==> src/rtl/uart_link_pkg.sv <==
// Shared definitions for the game link: game-state encoding, message codes
// and the FSM state types used by the UART link controller.
package uart_link_pkg;

    typedef enum logic [1:0] {
        GS_IDLE  = 2'b00,
        GS_WAIT  = 2'b01,
        GS_GAME  = 2'b10,
        GS_SCORE = 2'b11
    } game_state_t;

    localparam logic [7:0] START_CODE_DEF = 8'hA5;
    localparam logic [7:0] SCORE_CODE_DEF = 8'h53;
    localparam logic [7:0] MAX_SCORE      = 8'd99;

    typedef enum logic [1:0] {T_IDLE, T_LAUNCH, T_WAIT} tx_state_t;
    typedef enum logic [1:0] {R_IDLE, R_SCORE, R_CHK} rx_state_t;
    typedef enum logic {MSG_START, MSG_SCORE} msg_t;

    // Third byte of a score message: protects the score byte against corruption.
    function automatic logic [7:0] score_check(input logic [7:0] code, input logic [7:0] score);
        return code ^ score;
    endfunction

endpackage

==> src/rtl/uart_link_ctl_rx_parser.sv <==
// Receive-side parser: recognises the player-ready byte and the three-byte
// score message, validates it and flags protocol errors and inter-byte timeouts.
module uart_rx_parser
    import uart_link_pkg::*;
#(
    parameter logic [7:0]  START_CODE = START_CODE_DEF,
    parameter logic [7:0]  SCORE_CODE = SCORE_CODE_DEF,
    parameter int unsigned RX_TIMEOUT = 75000
) (
    input  logic       pclk,
    input  logic       rst,
    input  logic       clr,
    input  logic       rx_done,
    input  logic [7:0] rx_data,
    output logic       uart_start,
    output logic [6:0] op_score,
    output logic       op_score_valid,
    output logic       link_error
);

    localparam int CW = $clog2(RX_TIMEOUT + 1);

    rx_state_t     rx_state;
    logic [7:0]    cap;
    logic [CW-1:0] idle_cnt;
    logic          timed_out;

    assign timed_out = (idle_cnt == CW'(RX_TIMEOUT - 1));

    always_ff @(posedge pclk or posedge rst) begin
        if (rst) begin
            rx_state       <= R_IDLE;
            cap            <= '0;
            idle_cnt       <= '0;
            uart_start     <= 1'b0;
            op_score       <= '0;
            op_score_valid <= 1'b0;
            link_error     <= 1'b0;
        end else begin
            uart_start <= 1'b0;
            if (clr) begin
                op_score_valid <= 1'b0;
                link_error     <= 1'b0;
            end
            // Counts silent cycles only while a score message is half-received.
            if (rx_state == R_IDLE || rx_done)
                idle_cnt <= '0;
            else
                idle_cnt <= idle_cnt + 1'b1;

            case (rx_state)
                R_IDLE: begin
                    if (rx_done) begin
                        if (rx_data == START_CODE)
                            uart_start <= 1'b1;
                        else if (rx_data == SCORE_CODE)
                            rx_state <= R_SCORE;
                    end
                end
                R_SCORE: begin
                    if (rx_done) begin
                        cap      <= rx_data;
                        rx_state <= R_CHK;
                    end else if (timed_out) begin
                        link_error <= 1'b1;
                        rx_state   <= R_IDLE;
                    end
                end
                R_CHK: begin
                    if (rx_done) begin
                        if (rx_data == score_check(SCORE_CODE, cap) && cap <= MAX_SCORE) begin
                            op_score       <= cap[6:0];
                            op_score_valid <= 1'b1;
                        end else begin
                            link_error <= 1'b1;
                        end
                        rx_state <= R_IDLE;
                    end else if (timed_out) begin
                        link_error <= 1'b1;
                        rx_state   <= R_IDLE;
                    end
                end
                default: rx_state <= R_IDLE;
            endcase
        end
    end

endmodule

==> src/rtl/uart_link_ctl.sv <==
// UART link controller: sequences the outgoing ready/score messages around a
// byte-level UART transmitter and hosts the receive parser.
module uart_link_ctl
    import uart_link_pkg::*;
#(
    parameter logic [7:0]  START_CODE = START_CODE_DEF,
    parameter logic [7:0]  SCORE_CODE = SCORE_CODE_DEF,
    parameter int unsigned RX_TIMEOUT = 75000
) (
    input  logic       pclk,
    input  logic       rst,
    input  logic [1:0] state,
    input  logic       rect_clicked_play,
    input  logic [6:0] my_score,
    input  logic       tx_busy,
    input  logic       rx_done,
    input  logic [7:0] rx_data,
    output logic       tx_start,
    output logic [7:0] tx_data,
    output logic       uart_start,
    output logic [6:0] op_score,
    output logic       op_score_valid,
    output logic       link_error
);

    tx_state_t  tx_state;
    msg_t       cur_msg;
    logic [1:0] byte_idx;
    logic [7:0] score_byte;
    logic [1:0] prev_state;
    logic       start_pend;
    logic       score_pend;

    logic play_req, score_entry, back_to_idle, start_req, score_req;

    assign play_req     = rect_clicked_play && (state == GS_IDLE);
    assign score_entry  = (state == GS_SCORE) && (prev_state != GS_SCORE);
    assign back_to_idle = (state == GS_IDLE) && (prev_state != GS_IDLE);
    // Same-cycle requests launch immediately instead of waiting for the flag.
    assign start_req    = start_pend || play_req;
    assign score_req    = score_pend || score_entry;

    always_ff @(posedge pclk or posedge rst) begin
        if (rst) begin
            tx_state   <= T_IDLE;
            tx_start   <= 1'b0;
            tx_data    <= '0;
            cur_msg    <= MSG_START;
            byte_idx   <= '0;
            score_byte <= '0;
            prev_state <= GS_IDLE;
            start_pend <= 1'b0;
            score_pend <= 1'b0;
        end else begin
            prev_state <= state;
            tx_start   <= 1'b0;

            case (tx_state)
                T_IDLE: begin
                    if (!tx_busy && (start_req || score_req)) begin
                        tx_start <= 1'b1;
                        tx_state <= T_LAUNCH;
                        byte_idx <= 2'd0;
                        if (start_req) begin
                            cur_msg <= MSG_START;
                            tx_data <= START_CODE;
                        end else begin
                            cur_msg    <= MSG_SCORE;
                            tx_data    <= SCORE_CODE;
                            score_byte <= {1'b0, my_score};
                        end
                    end
                end
                T_LAUNCH: tx_state <= T_WAIT;
                T_WAIT: begin
                    if (!tx_busy) begin
                        // A dropped score request abandons the rest of its message.
                        if (cur_msg == MSG_SCORE && score_pend && byte_idx != 2'd2) begin
                            byte_idx <= byte_idx + 2'd1;
                            tx_start <= 1'b1;
                            tx_state <= T_LAUNCH;
                            tx_data  <= (byte_idx == 2'd0) ? score_byte
                                                           : score_check(SCORE_CODE, score_byte);
                        end else begin
                            tx_state <= T_IDLE;
                            if (cur_msg == MSG_START)
                                start_pend <= 1'b0;
                            else
                                score_pend <= 1'b0;
                        end
                    end
                end
                default: tx_state <= T_IDLE;
            endcase

            if (back_to_idle) begin
                start_pend <= 1'b0;
                score_pend <= 1'b0;
            end
            if (play_req)
                start_pend <= 1'b1;
            if (score_entry)
                score_pend <= 1'b1;
        end
    end

    uart_rx_parser #(
        .START_CODE (START_CODE),
        .SCORE_CODE (SCORE_CODE),
        .RX_TIMEOUT (RX_TIMEOUT)
    ) u_rx_parser (
        .pclk           (pclk),
        .rst            (rst),
        .clr            (back_to_idle),
        .rx_done        (rx_done),
        .rx_data        (rx_data),
        .uart_start     (uart_start),
        .op_score       (op_score),
        .op_score_valid (op_score_valid),
        .link_error     (link_error)
    );

endmodule
==> config.mk <==
export PLATFORM = sky130hd
export DESIGN_NAME = uart_link_ctl
export DESIGN_NICKNAME = d
export VERILOG_FILES = /design/src/rtl/uart_link_pkg.sv /design/src/rtl/uart_link_ctl_rx_parser.sv /design/src/rtl/uart_link_ctl.sv
export SDC_FILE = /design/constraint.sdc
export NUM_CORES = 1
export LEC_CHECK = 0
export ABC_AREA = 0
export CAP_MARGIN = 15
export CORE_MARGIN = 1.5
export CORE_UTILIZATION = 54
export CTS_CLUSTER_SIZE = 12
export DETAILED_ROUTE_END_ITERATION = 16
export PLACE_DENSITY = 0.78
export SLEW_MARGIN = 20
export SYNTH_ARGS = -nofsm -noshare
export SYNTH_HDL_FRONTEND = slang
export SYNTH_SLANG_ARGS = --single-unit
==> constraint.sdc <==
create_clock -name pclk -period 2.13 [get_ports pclk]
set_input_delay 0.426 -clock pclk [delete_from_list [all_inputs] [get_ports pclk]]
set_output_delay 0.426 -clock pclk [all_outputs]
set_load 0.01 [all_outputs]
==> summary.md <==
| Metric | Value |
|---|---|
| Number of max-cap violations | `0` |
| FMAX | `0.508 GHz` |
| FF+latch count, synth | `62` |
| Slew HR | `0.581` |
| Die X | `~78 um` |
| Vias per inst | `5.46` |
| Setup bufs post-CTS | `0` |
| Final period utilization | `0.924` |
| Synth unique cells | `43` |
| Num CTS Buffers | `9` |
| Hold Fails Final Rpt | `0` |
| Crit Path Category | `in2reg` |
| Initial Util | `0.574` |
| Die height | `77.6 um` |
| Core area | `5240 sq um` |
| Top post-synthesis cells by area | `dfrtp_1 52%, mux2_2 10%, xor2_1 3.5%, xnor2_1 3.2%, ha_1 2.9%` |
| Post-synth EDFFs | `0` |
| Hold buffers post-CTS | `0` |
| Clock insertion delay at the later pin of the skew report | `between 0.3 and 0.4 ns` |
| Avg Inst Size Synth | `11.0 sq um` |
| Vias | `approximately 2300` |
| RSZ-0062 raised after global routing | `false` |
| Nets | `368` |
| Setup TNS | `0 ns` |
| R2R depth | `6` |
| Final min period | `around 2.0 ns` |
| Drt total wl | `approximately 6.2 mm` |
| RR Endpoint | `u_rx_parser.op_score[3]` |
| WL/cell | `14.9 um` |
| Site Rows | `26` |
| Final Wtd Congestion | `0.845` |
| Gate Count Post-Synth | `273` |
| Crit path DAT | `2.20 ns` |
| Largest fanout on the critical path | `8` |
| Share of the synthesized area in the top cell type | `0.516` |
| Final Skew | `between 0.007 and 0.008 ns` |
| # diodes | `0` |
| Synthesis-to-finish area growth | `27.6%` |
| Status | `finished clean` |
| Clock-pin slew of the registers on the worst-case setup and hold paths | `0.07 ns` |
| R2R Path Start | `u_rx_parser.rx_state[0]` |
| Most common cell in the netlist | `dfrtp_1` |
| First-pass GRT wire length | `10.6 mm` |
| CP Capture Type | `flip-flop` |
| Power density of the placed cells | `1040 nW/um^2` |
| Worst Setup SP | `rx_data[6]` |
| R2R Setup Slk | `0.31 ns` |
| Seq. cell area | `1550 sq um` |
| Synthesized area | `around 3000 sq um` |
| Post-synth ARST share | `1.00` |
| Hold WC Path Type | `in2async` |
| Iter 0 DRT Violations | `82` |
| DRT antenna net count | `0` |
| DRC violations left | `0` |
| Area of the multi-input gates | `~1400 sq um` |
| WP data required | `around 2.4 ns` |
| Layout cells sized above 1 | `0.189` |
| CTS tree | `built` |
| Global-route usage over all layers | `0.230` |
| Post-Syn Nets | `302` |
| 1st-pass router iterations | `4` |
| Number of global-route vias before repair | `2234` |
| Die area | `6030 sq um` |
| Leak | `1.66 nW` |
| IO Pins | `41` |
| Ys flop type | `dfrtp_1` |
| Clock sinks | `62` |
| Yosys top cell by area | `dfrtp_1` |
| Final setup fails | `0` |
| Startpoint types | `input pin` |
| Worst vdd ir | `0.000686 V` |
| Htree depth | `3` |
| Ys Warns | `0` |
| Fillers | `369` |
| Largest net degree at the start of global routing | `63` |
| Overall power | `3.98 mW` |
| Initial antenna violation count | `0` |
| Buffers added on ports | `40` |
| Least-Margin Pin Slew | `0.622 ns` |
| Fin. max-slew vios | `0` |
| Crit path to | `u_rx_parser.op_score[3]` |
| Max clock buf depth | `2` |
| Post-synthesis sequential area ratio | `0.516` |
| Synth cell count leaders | `62 x dfrtp_1, 27 x mux2_2, 22 x nor2_1` |
| Clk root buf | `clkbuf_8` |
| Grt ovf | `0` |
| HPWL after detailed placement | `around 4.5 mm` |
critical path, stage by stage:
cell	delay (ns)
clkdlybuf4s50_1	0.53
xor2_1	0.22
nand4_1	0.19
nor4_4	0.29
buf_4	0.21
mux2_2	0.34
kinds of logic (layout without fill, tap and decap cells):
kind of cell,after synthesis,in the layout,synth area share
and+or+nand+nor,92,92,0.164
DFF,62,62,0.516
AOI/OAI and AO/OA,34,34,0.0749
muxes,33,33,0.121
xor gates and xnor gates,23,23,0.0670
buffers and inverters,22,93,0.0283
adders and majority gates,7,7,0.0291
worst min path at each step:
stage | cells past startpoint | end | slack, ns
finish | 3 | score_byte[2] | 0.45
global route | 3 | tx_data[5] | 0.49
CTS | 3 | tx_data[5] | 0.46
detailed placement | 1 | u_rx_parser.op_score_valid | 0.47
global placement | 1 | u_rx_parser.op_score_valid | 0.47
floorplan | 1 | score_pend | 0.44
cells in the final DEF (no fill, tap or decap), types with 3 or more instances in the layout:
cell	count
dfrtp_1	62
clkdlybuf4s50_1	40
mux2_2	27
nor2_1	22
nand2_1	20
buf_4	19
inv_1	16
xor2_1	12
nand3_1	11
o21ai_0	11
xnor2_1	11
clkbuf_8	11
ha_1	7
nor3_1	6
a21oi_1	6
mux2i_1	6
nor4_1	5
nand2b_1	4
nand4_1	4
or3_1	4
nand3b_1	3
sequential cells by signal (all words and copies together), names as in the netlist:
name and count:
start_pend 1, u_rx_parser.op_score 7, score_pend 1, cur_msg 1, u_rx_parser.op_score_valid 1, byte_idx 2, score_byte 7, u_rx_parser.uart_start 1
tx_state 2, u_rx_parser.cap 8, u_rx_parser.rx_state 2, prev_state 2, u_rx_parser.idle_cnt 17, tx_start 1, u_rx_parser.link_error 1, tx_data 8
power breakdown:
| group | total (mW) | switching (mW) | internal (mW) |
|---|---|---|---|
| clock | 1.05 | 0.447 | 0.603 |
| sequential | 1.68 | 0.224 | 1.46 |
| combinational | 1.25 | 0.578 | 0.670 |
| total | 3.98 | 1.25 | 2.73 |
layout make-up:
cell class / count / area share
clock buffers: 13 / 0.0414
clock inverters: 3 / 0.0111
inverters: 17 / 0.0166
multi-input cells: 189 / 0.357
flip-flops and latches: 62 / 0.404
well taps: 70 / 0.0228
repair buffers: 60 / 0.147
metrics by stage:
| step | hold slack (ns) | area (sq um) | setup WS (ns) | utilization | std cells |
|---|---|---|---|---|---|
| floorplan | 0.440 | 3010 | 0.163 | - | 273 |
| detailed placement | 0.469 | 3640 | -0.184 | 0.694 | 398 |
| global route | 0.489 | 3840 | 0.0377 | 0.733 | 414 |
| finish | 0.446 | 3840 | 0.162 | 0.733 | 414 |
| CTS | 0.461 | 3840 | 0.170 | 0.733 | 414 |
| global placement | 0.470 | 3640 | -0.102 | 0.694 | 398 |
metal layers:
| metal | routed length, um | global-route usage | part of all wire |
|---|---|---|---|
| met1 | 2830 | 0.309 | 0.46 |
| met2 | 2930 | 0.347 | 0.47 |
| met3 | 255 | 0.0365 | 0.041 |
| met4 | 162 | 0.149 | 0.026 |
| met5 | 0 | 0 | 0 |
timing repair:
item / in CTS / in global routing
gates resized for setup: 0 / 1
hold endpoints to repair: 0 / 0
endpoints found under the setup margin: 0 / 1
No activity file was read; power rests on OpenSTA's default activity.
